## src/rtl/notif_pkg.sv

```systemverilog
// Shared constants and width helpers for the notification arbiter.
package notif_pkg;

    localparam int unsigned MODE_FIXED = 0;
    localparam int unsigned MODE_RR    = 1;

    // Ceiling log2; returns 0 for n <= 1.
    function automatic int unsigned clog2(input int unsigned n);
        int unsigned r;
        r = 0;
        while ((64'd1 << r) < 64'(n)) begin
            r = r + 1;
        end
        return r;
    endfunction

    // Channel-index width: at least one bit even for a single channel.
    function automatic int unsigned chan_width(input int unsigned n);
        return (clog2(n) < 1) ? 1 : clog2(n);
    endfunction

endpackage

```

## src/rtl/notif_fifo.sv

```systemverilog
// Per-channel synchronous FIFO; push ignored when full, pop ignored when empty.
module notif_fifo
    import notif_pkg::*;
#(
    parameter int unsigned WIDTH = 4,
    parameter int unsigned DEPTH = 4
) (
    input  logic             clk,
    input  logic             rst,
    input  logic             push,
    input  logic             pop,
    input  logic [WIDTH-1:0] din,
    output logic [WIDTH-1:0] dout,
    output logic             full,
    output logic             empty
);

    localparam int unsigned AW  = clog2(DEPTH);
    localparam int unsigned CNW = AW + 1;

    logic [WIDTH-1:0] mem [DEPTH];
    logic [AW-1:0]    wr_ptr;
    logic [AW-1:0]    rd_ptr;
    logic [CNW-1:0]   count;
    logic             do_push;
    logic             do_pop;

    assign full    = (count == CNW'(DEPTH));
    assign empty   = (count == '0);
    assign do_push = push & ~full;
    assign do_pop  = pop & ~empty;
    assign dout    = mem[rd_ptr];

    // Storage array; written only on an accepted push.
    always_ff @(posedge clk) begin
        if (!rst && do_push) begin
            mem[wr_ptr] <= din;
        end
    end

    // Pointers wrap naturally at DEPTH; count tracks occupancy.
    always_ff @(posedge clk) begin
        if (rst) begin
            wr_ptr <= '0;
            rd_ptr <= '0;
            count  <= '0;
        end else begin
            if (do_push) begin
                wr_ptr <= wr_ptr + AW'(1);
            end
            if (do_pop) begin
                rd_ptr <= rd_ptr + AW'(1);
            end
            count <= count + CNW'(do_push) - CNW'(do_pop);
        end
    end

endmodule

```

## src/rtl/notif_arbiter.sv

```systemverilog
// Merges NCH masked event channels into one handshaked output stream.
module notif_arbiter
    import notif_pkg::*;
#(
    parameter  int unsigned NCH   = 4,
    parameter  int unsigned WIDTH = 4,
    parameter  int unsigned DEPTH = 4,
    parameter  int unsigned MODE  = MODE_FIXED,
    localparam int unsigned CW    = chan_width(NCH)
) (
    input  logic                 clk,
    input  logic                 rst,
    input  logic [NCH-1:0]       in_valid,
    input  logic [NCH*WIDTH-1:0] in_data,
    input  logic [NCH-1:0]       mask,
    output logic                 out_valid,
    output logic [WIDTH-1:0]     out_data,
    output logic [CW-1:0]        out_chan,
    input  logic                 out_ready,
    output logic [NCH-1:0]       ovf,
    input  logic [NCH-1:0]       ovf_clr,
    output logic                 busy
);

    logic [NCH-1:0]   full;
    logic [NCH-1:0]   empty;
    logic [NCH-1:0]   push;
    logic [NCH-1:0]   pop;
    logic [NCH-1:0]   drop;
    logic [WIDTH-1:0] fifo_dout [NCH];
    logic [CW-1:0]    last_grant;
    logic [CW-1:0]    grant;
    logic             any_pending;
    logic             load;

    // Full is judged on the current count, so a same-cycle pop cannot rescue a write.
    assign push        = in_valid & ~mask & ~full;
    assign drop        = in_valid & ~mask & full;
    assign any_pending = |(~empty);
    assign load        = (~out_valid | out_ready) & any_pending;
    assign pop         = load ? (NCH'(1) << grant) : '0;
    assign busy        = out_valid | any_pending;

    for (genvar k = 0; k < NCH; k++) begin : g_ch
        notif_fifo #(
            .WIDTH (WIDTH),
            .DEPTH (DEPTH)
        ) u_fifo (
            .clk   (clk),
            .rst   (rst),
            .push  (push[k]),
            .pop   (pop[k]),
            .din   (in_data[k*WIDTH +: WIDTH]),
            .dout  (fifo_dout[k]),
            .full  (full[k]),
            .empty (empty[k])
        );
    end

    // Grant: first non-empty channel searching upward from the start point.
    always_comb begin
        int unsigned base;
        int unsigned idx;
        logic        found;
        grant = '0;
        found = 1'b0;
        base  = (MODE == MODE_RR) ? ((32'(last_grant) + 32'd1) % NCH) : 32'd0;
        for (int unsigned i = 0; i < NCH; i++) begin
            idx = (base + i) % NCH;
            if (!found && !empty[CW'(idx)]) begin
                grant = CW'(idx);
                found = 1'b1;
            end
        end
    end

    // Output register: loads when free or being accepted, holds while stalled.
    always_ff @(posedge clk) begin
        if (rst) begin
            out_valid  <= 1'b0;
            out_data   <= '0;
            out_chan   <= '0;
            last_grant <= CW'(NCH - 1);
        end else if (load) begin
            out_valid  <= 1'b1;
            out_data   <= fifo_dout[grant];
            out_chan   <= grant;
            last_grant <= grant;
        end else if (out_ready) begin
            out_valid  <= 1'b0;
        end
    end

    // Sticky overflow flags; a new drop beats a coincident clear.
    always_ff @(posedge clk) begin
        if (rst) begin
            ovf <= '0;
        end else begin
            ovf <= (ovf & ~ovf_clr) | drop;
        end
    end

endmodule

```

## config.mk

```make
export PLATFORM = sky130hd
export DESIGN_NAME = notif_arbiter
export DESIGN_NICKNAME = d
export VERILOG_FILES = /design/src/rtl/notif_pkg.sv /design/src/rtl/notif_fifo.sv /design/src/rtl/notif_arbiter.sv
export SDC_FILE = /design/constraint.sdc
export NUM_CORES = 1
export LEC_CHECK = 0
export BUFFER_PORTS_ARGS = -buffer_cell sky130_fd_sc_hd__buf_4
export CAP_MARGIN = 20
export CORE_ASPECT_RATIO = 1.2
export CORE_UTILIZATION = 25
export DETAILED_ROUTE_END_ITERATION = 16
export PLACE_DENSITY = 0.44
export REMOVE_ABC_BUFFERS = 1
export SYNTH_ARGS = -nofsm -noshare
export SYNTH_HDL_FRONTEND = slang
export SYNTH_HIERARCHICAL = 1
export SYNTH_SLANG_ARGS = --single-unit
```

## constraint.sdc

```tcl
create_clock -name clk -period 3.5 [get_ports clk]
set_input_delay 0.35 -clock clk [delete_from_list [all_inputs] [get_ports clk]]
set_output_delay 0.35 -clock clk [all_outputs]
set_load 0.01 [all_outputs]
```

==> results of run 1 <==
## path summary, 6_finish.rpt
path / end / cells after the start
max: g_ch[3].u_fifo/count[2] / 13
min: g_ch[2].u_fifo/mem[0][1] / 1
max reg2reg: g_ch[3].u_fifo/count[2] / 13
min reg2reg: ovf[0] / 2
## layout make-up
class                      count  area (um^2)
clock buffer                  13          250
inverter                      28          105
timing repair buffer          47          353
tap                          256          320
multi-input combinational    209         1820
sequential                   111         2860
clock inverter                 3         42.5
fill                        1982        13200
## power by group
group | internal, mW | switching [mW] | total, mW
Sequential | 1.53 | 0.139 | 1.67
Combinational | 0.609 | 0.661 | 1.27
Clock | 0.575 | 0.442 | 1.02
## cells in the final DEF, fill, tap and decap left out, types with 3 or more instances in the layout
cell type	instances
nand2b_1	21
fa_1	4
mux4_2	16
a21oi_1	17
inv_1	28
nor2_1	20
nor3b_1	20
buf_4	47
mux2i_1	6
nor3b_2	4
clkbuf_16	9
nor3_1	7
a211oi_1	4
nor2b_1	8
xor2_1	4
a221oi_1	4
nand3b_1	8
nand2_1	5
or3_1	9
edfxtp_1	64
ha_1	24
o31ai_1	4
o21ai_0	8
xnor2_1	8
dfxtp_1	47
clkbuf_1	3
## cell families after synthesis
group | Yosys count | synth area share
flip-flops | 111 | 0.588
AND/OR/NAND/NOR | 108 | 0.138
AO/OA/AOI/OAI | 39 | 0.0501
buffers and inverters | 39 | 0.0385
adder cells (fa/ha/maj) | 28 | 0.0781
multiplexers | 22 | 0.0863
XOR/XNOR | 12 | 0.0216
## metal layers
layer  share of wire  GRT usage  wire (um)
met1            0.46      0.119       4140
met2            0.49      0.168       4450
met3           0.031     0.0213        283
met4           0.022     0.0532        202
met5               0          0          0
## through the flow
step | util | area, um^2 | setup slack [ns]
floorplan | - | 4790 | 0.204
global placement | 0.288 | 5460 | 0.670
detailed placement | 0.288 | 5460 | 0.695
CTS | 0.303 | 5760 | 0.668
global route | 0.303 | 5760 | 0.396
finish | 0.303 | 5760 | 0.665
## worst max-delay path: stages, from the launching register on
cell,delay [ns]
dfxtp_1,0.36
nor3_1,0.34
buf_4,0.26
nand2b_1,0.10
nor3_1,0.26
o31ai_1,0.19
inv_1,0.08
ha_1,0.12
inv_1,0.04
ha_1,0.18
fa_1,0.38
xnor2_1,0.19
xnor2_1,0.14
nor2_1,0.05
## sequential cells by signal, indices dropped and copies added, names as in the netlist, named ones only
name / cells
g_ch.u_fifo/count: 12
g_ch.u_fifo/mem: 64
g_ch.u_fifo/rd_ptr: 8
g_ch.u_fifo/wr_ptr: 8
out_chan: 2
out_data: 4
out_valid: 1
ovf: 4
==> metrics.md, run 1 <==
| Metric | Value |
|---|---|
| Run status | `completed` |
| Core area | `19000 um^2` |
| DRT Pass-1 Iters | `4` |
| Clock Skew | `0.00688 ns` |
| Crit path time final | `2.83 ns` |
| Final slew viol count | `0` |
| Max H-tree Level | `3` |
| Die ar. | `20100 um^2` |
| Max VDD drop | `0.364 mV` |
| Port buffer count | `42` |
| Worst R2R Start | `g_ch[2].u_fifo/count[1]` |
| Total power | `3.95 mW` |
| Synth Register Bits | `111` |
| Area grow syn2layout | `18.1%` |
| Slew margin rel. | `0.481` |
| Pin count of the biggest net entering global routing | `64` |
| Critical path class | `reg -> reg` |
| First-pass GRT wire length | `14900 um` |
| Total Nets Final | `465` |
| Setup violation total in the final timing report | `0` |
| Max clock buf depth | `2` |
| Post-route ant nets | `0` |
| Syn. warnings | `6` |
| Startpoint Class | `flop` |
| Worst-path fanout max | `15` |
| Mean Syn Cell Area | `13.6 um^2` |
| Non-filler cells, final | `667` |
| Clock transition at path regs | `0.07 ns` |
| Leak pwr | `2.06 nW` |
| Clock Tree Root | `clkbuf_16` |
| Synth Instances | `359` |
| Post-synth EDFFs | `64` |
| Fin crit share | `0.810` |
| CTS tree | `built` |
| Height of the chip | `155 um` |
| Die Wd | `129 um` |
| DRC viols | `0` |
| All-Layer GR Usage | `0.100` |
| Max_cap viols | `0` |
| Worst-margin pin slew | `0.776 ns` |
| Vias in the first global route | `2999` |
| Setup TNS | `0 ns` |
| Post-CTS setup buffers | `0` |
| Final Hold Fails | `0` |
| Dpl hpwl | `6610 um` |
| # hold bufs at CTS | `0` |
| Most numerous cell in the Yosys netlist | `edfxtp_1` |
| DR vias | `2786` |
| Final GP Congestion | `0.693` |
| # diodes | `0` |
| RSZ-0062 raised after global routing | `false` |
| Max Clk Rate | `353 MHz` |
| Post-CTS resize count | `0` |
| # clock sinks | `111` |
| Prevailing post-synth register cell | `edfxtp_1` |
| CP Launch Point | `g_ch[2].u_fifo/count[1]` |
| Synth top area share | `0.394` |
| Post-synth top area cell | `edfxtp_1` |
| Hold Startpoint | `in_data[9]` |
| R2R Setup Slk | `0.67 ns` |
| Arrival @ worst endpoint | `3.05 ns` |
| Top cells by area, synth | `edfxtp_1 39%, dfxtp_1 19%, mux4_2 7.4%` |
| Initial antenna violation count | `0` |
| Post-synthesis sequential area ratio | `0.588` |
| Site Rows | `55` |
| CP required | `3.71 ns` |
| Commonest cells in the netlist | `64 x edfxtp_1, 47 x dfxtp_1, 28 x inv_1` |
| Starting DRT DRC Count | `90` |
| Cts bufs inserted | `9` |
| IO Count | `43` |
| Clock Latency Late Sink | `0.35 ns` |
| Fraction of layout cells with a size suffix above 1 | `0.204` |
| CP Capture Type | `flop` |
| Placed cell count | `651` |
| Initial core utilization | `0.257` |
| Post-Route WL | `9080 um` |
| Hold Path Class | `in -> reg` |
| Pwr Density | `687 nW/um^2` |
| Via density | `4.18` |
| Total grt overflow | `0` |
| Synth async-reset ratio | `0` |
| Distinct cells, synth | `33` |
| Wire per inst | `13.6 um` |
| Hold slack | `0.205 ns` |
| Synth Cell Area | `4870 um^2` |
(Power assumes the default switching activity.)
==> inputs of run 2 (changes only) <==
--- a/config.mk
+++ b/config.mk
@@ -5,12 +5,13 @@
 export SDC_FILE = /design/constraint.sdc
 export NUM_CORES = 1
 export LEC_CHECK = 0
+export ABC_AREA = 1
 export BUFFER_PORTS_ARGS = -buffer_cell sky130_fd_sc_hd__buf_4
 export CAP_MARGIN = 20
 export CORE_ASPECT_RATIO = 1.2
 export CORE_UTILIZATION = 25
 export DETAILED_ROUTE_END_ITERATION = 16
-export PLACE_DENSITY = 0.44
+export PLACE_DENSITY = 0.45
 export REMOVE_ABC_BUFFERS = 1
 export SYNTH_ARGS = -nofsm -noshare
 export SYNTH_HDL_FRONTEND = slang
==> constraint.sdc (replaced) <==
create_clock -name clk -period 2.3 [get_ports clk]
set_input_delay 0.23 -clock clk [delete_from_list [all_inputs] [get_ports clk]]
set_output_delay 0.23 -clock clk [all_outputs]
set_load 0.01 [all_outputs]
==> run 2 against run 1 <==
The run now ends with negative setup slack left. Critical path depth rose by 2. Area after synthesis grew 4.6%. Clock power is 54% higher. Total power is 92% higher. Flip-flop and latch count did not move. Non-clock buffer count rose by 46. Routed wire length is 16% higher. Maximum frequency increased by 23%.
==> metrics.md, run 2 <==
| Metric | Value |
|---|---|
| Run status | `finished, violations left (was completed)` |
| Violated checks | `negative setup slack` |
| Post-synthesis sequential area ratio | `0.562 (was 0.588)` |
| Site Rows | `56 (was 55)` |
| CP Capture Type | `flop (unchanged)` |
| Post-route cell area | `6500 um^2 (was 5760 um^2)` |
| Commonest non-fill, non-tap cell in the layout | `nor2_1 (was edfxtp_1)` |
| Arrival @ worst endpoint | `2.60 ns (was 3.05 ns)` |
| Clock Tree Root | `clkbuf_16 (unchanged)` |
| DR vias | `3802 (was 2786)` |
| Total Nets Final | `717 (was 465)` |
| Top cells by area, synth | `edfxtp_1 38%, dfxtp_1 18%, nor2_1 8.1% (was edfxtp_1 39%, dfxtp_1 19%, mux4_2 7.4%)` |
| Synth top area share | `0.377 (was 0.394)` |
| Cts bufs inserted | `9 (unchanged)` |
| R2R Path End | `g_ch[0].u_fifo/count[1] (was g_ch[3].u_fifo/count[2])` |
| Post-DP Area | `5970 um^2 (was 5460 um^2)` |
| Hold Path Class | `in -> reg (unchanged)` |
| Hold Path End | `g_ch[1].u_fifo/mem[1][3] (was g_ch[2].u_fifo/mem[0][1])` |
| Fraction of layout cells with a size suffix above 1 | `0.249 (was 0.204)` |
| Post-synth top area cell | `edfxtp_1 (unchanged)` |
| Synth async-reset ratio | `0 (unchanged)` |
| Max VDD drop | `0.497 mV (was 0.364 mV)` |
| Setup violation total in the final timing report | `1 (was 0)` |
| Worst-path fanout max | `4 (was 15)` |
| Synth Register Bits | `111 (unchanged)` |
| Total grt overflow | `0 (unchanged)` |
| Largest register FFs | `64 (unchanged)` |
| Starting DRT DRC Count | `148 (was 90)` |
| Distinct cells, synth | `22 (was 33)` |
| Clock Latency Late Sink | `0.35 ns (about the same)` |
| Synth Instances | `560 (was 359)` |
| First-pass GRT wire length | `17200 um (was 14900 um)` |
| Critical path class | `reg -> reg (unchanged)` |
| Final GP Congestion | `0.786 (was 0.693)` |
| Height of the chip | `158 um (was 155 um)` |
| Prevailing post-synth register cell | `edfxtp_1 (unchanged)` |
| Synth Cell Area | `5100 um^2 (was 4870 um^2)` |
| Port buffer count | `42 (unchanged)` |
| Final slew viol count | `0 (unchanged)` |
| Largest Register | `g_ch.u_fifo/mem (unchanged)` |
| # clock sinks | `111 (unchanged)` |
| Initial core utilization | `0.258 (was 0.257)` |
| Pwr Density | `1170 nW/um^2 (was 687 nW/um^2)` |
| Hold Startpoint | `in_data[7] (was in_data[9])` |
| FF+latch area | `2880 um^2 (was 2860 um^2)` |
| Commonest cells after routing, fill and taps aside | `105 x nor2_1, 93 x inv_1, 92 x buf_4, 65 x nand2_1, 64 x edfxtp_1 (was 64 x edfxtp_1, 47 x dfxtp_1, 47 x buf_4, 28 x inv_1, 24 x ha_1)` |
| CTS tree | `built (unchanged)` |
| Fin crit share | `1.01 (was 0.810)` |
| Crit path time final | `2.31 ns (was 2.83 ns)` |
| CP required | `2.59 ns (was 3.71 ns)` |
| Top Registers | `g_ch.u_fifo/mem: 64 flops, g_ch.u_fifo/count: 12 flops (unchanged)` |
| Total power | `7.61 mW (was 3.95 mW)` |
| Clock Skew | `0.00983 ns (was 0.00688 ns)` |
| Wire per inst | `11.4 um (was 13.6 um)` |
| Final Hold Fails | `0 (unchanged)` |
| Hold slack | `0.0795 ns (was 0.205 ns)` |
| Mean Syn Cell Area | `9.10 um^2 (was 13.6 um^2)` |
| Pin count of the biggest net entering global routing | `19 (was 64)` |
| Placed cell count | `894 (was 651)` |
| Slew margin rel. | `0.713 (was 0.481)` |
| RSZ-0062 raised after global routing | `true (was false)` |
| Syn. warnings | `6 (unchanged)` |
| All-Layer GR Usage | `0.106 (was 0.100)` |
| Reg2reg path depth | `15 (was 13)` |
| Core area | `19800 um^2 (was 19000 um^2)` |
| Initial antenna violation count | `0 (unchanged)` |
| Via density | `4.11 (was 4.18)` |
| Post-Route WL | `10600 um (was 9080 um)` |
| Max H-tree Level | `3 (unchanged)` |
| Max Clk Rate | `433 MHz (was 353 MHz)` |
| Leak pwr | `2.76 nW (was 2.06 nW)` |
| Startpoint Class | `flop (unchanged)` |
| Non-filler cells, final | `924 (was 667)` |
| # diodes | `0 (unchanged)` |
| Dpl hpwl | `7920 um (was 6610 um)` |
| Post-synth EDFFs | `64 (unchanged)` |
| Post-route ant nets | `0 (unchanged)` |
| Clock transition at path regs | `0.07 ns (about the same)` |
| Die Wd | `132 um (was 129 um)` |
| Fillers | `2066 (was 1982)` |
| Commonest cells in the netlist | `110 x nor2_1, 102 x inv_1, 67 x nand2_1 (was 64 x edfxtp_1, 47 x dfxtp_1, 28 x inv_1)` |
| Max clock buf depth | `2 (unchanged)` |
| Setup ws final | `-0.0116 ns (was 0.665 ns)` |
| DRT Pass-1 Iters | `4 (unchanged)` |
| Vias in the first global route | `3708 (was 2999)` |
| DRC viols | `0 (unchanged)` |
| R2R Setup Slk | `-0.01 ns (was 0.67 ns)` |
| IO Count | `43 (unchanged)` |
| Hold depth | `1 (unchanged)` |
| Worst-margin pin slew | `0.429 ns (was 0.776 ns)` |
| Area grow syn2layout | `27.5% (was 18.1%)` |
| Die ar. | `21000 um^2 (was 20100 um^2)` |
| Worst R2R Start | `g_ch[1].u_fifo/count[0] (was g_ch[2].u_fifo/count[1])` |
| Max_cap viols | `0 (unchanged)` |
| Area of the multi-input gates | `1880 um^2 (was 1820 um^2)` |
| Most numerous cell in the Yosys netlist | `nor2_1 (was edfxtp_1)` |
## run 2: cell types whose count changed after synthesis, moves of 9 or more
cell / delta
a21oi_1: +13
inv_1: +74
mux4_2: -16
nand2_1: +62
nand2b_1: -21
nand3_1: +27
nor2_1: +90
nor3b_1: -20
o21ai_0: +26
o22ai_1: +16
or3_1: -9
## run 2: cell families after synthesis
kind of cell | count (synthesis) | share of synthesized area
buffers and inverters | 110 | 0.0891
and+or+nand+nor | 225 | 0.184
AOI/OAI and AO/OA | 86 | 0.0908
adders and majority gates | 28 | 0.0746
DFF | 111 | 0.562
## run 2: what timing repair did
item | CTS | global route
resized for setup | 10 | 40
endpoints found under the setup margin | 8 | 8
pin swaps | 6 | 18
hold buffers | 0 | 0
buffers inserted | 5 | 9
## run 2: where the power goes
part	leakage, nW	internal [mW]	switching [mW]
sequential	0.966	2.36	0.189
clock	0.149	0.875	0.700
combinational	1.65	1.64	1.84
## run 2: cell type report
type	instances	share of cell area
clock buffer	11	0.0374
tap	261	0.0503
timing repair buffer	93	0.109
multi-input combinational	339	0.290
sequential	111	0.443
clock inverter	5	0.00886
inverter	104	0.0612
## run 2: per-stage QoR
step | setup slack (ns) | setup TNS (ns) | util
CTS | -0.0135 | -0.0135 | 0.320
global route | -0.132 | -0.594 | 0.329
finish | -0.0116 | -0.0116 | 0.329
global placement | -0.0573 | -0.155 | 0.302
detailed placement | -0.132 | -0.571 | 0.302
floorplan | -0.219 | -0.729 | -
## run 2: how the worst max path moves through the flow
stage                              endpoint  slack (ns)  cells past startpoint                     from
floorplan           g_ch[0].u_fifo/count[1]       -0.22                     15  g_ch[3].u_fifo/count[1]
global placement    g_ch[2].u_fifo/count[1]       -0.06                     14  g_ch[1].u_fifo/count[1]
detailed placement  g_ch[0].u_fifo/count[1]       -0.13                     15  g_ch[3].u_fifo/count[1]
CTS                 g_ch[1].u_fifo/count[2]       -0.01                     17  g_ch[2].u_fifo/count[0]
global route        g_ch[0].u_fifo/count[1]       -0.13                     15  g_ch[0].u_fifo/count[1]
finish              g_ch[0].u_fifo/count[1]       -0.01                     15  g_ch[1].u_fifo/count[0]
## run 2: per-layer routing
layer,track usage,part of all wire
met2,0.194,0.53
met3,0.0207,0.023
met1,0.116,0.43
met5,0,0
met4,0.0624,0.025
## run 2: worst max-delay path: stages (launching register included)
cell and delay [ns]:
dfxtp_2 0.33, nor2_4 0.11, nand2_2 0.08, inv_4 0.09, nand2_4 0.08, buf_12 0.13, a21oi_4 0.14, nor3_4 0.06
inv_1 0.06, nor2_2 0.04, ha_1 0.28, inv_2 0.05, ha_4 0.15, fa_2 0.54, inv_2 0.03, nor2_1 0.08
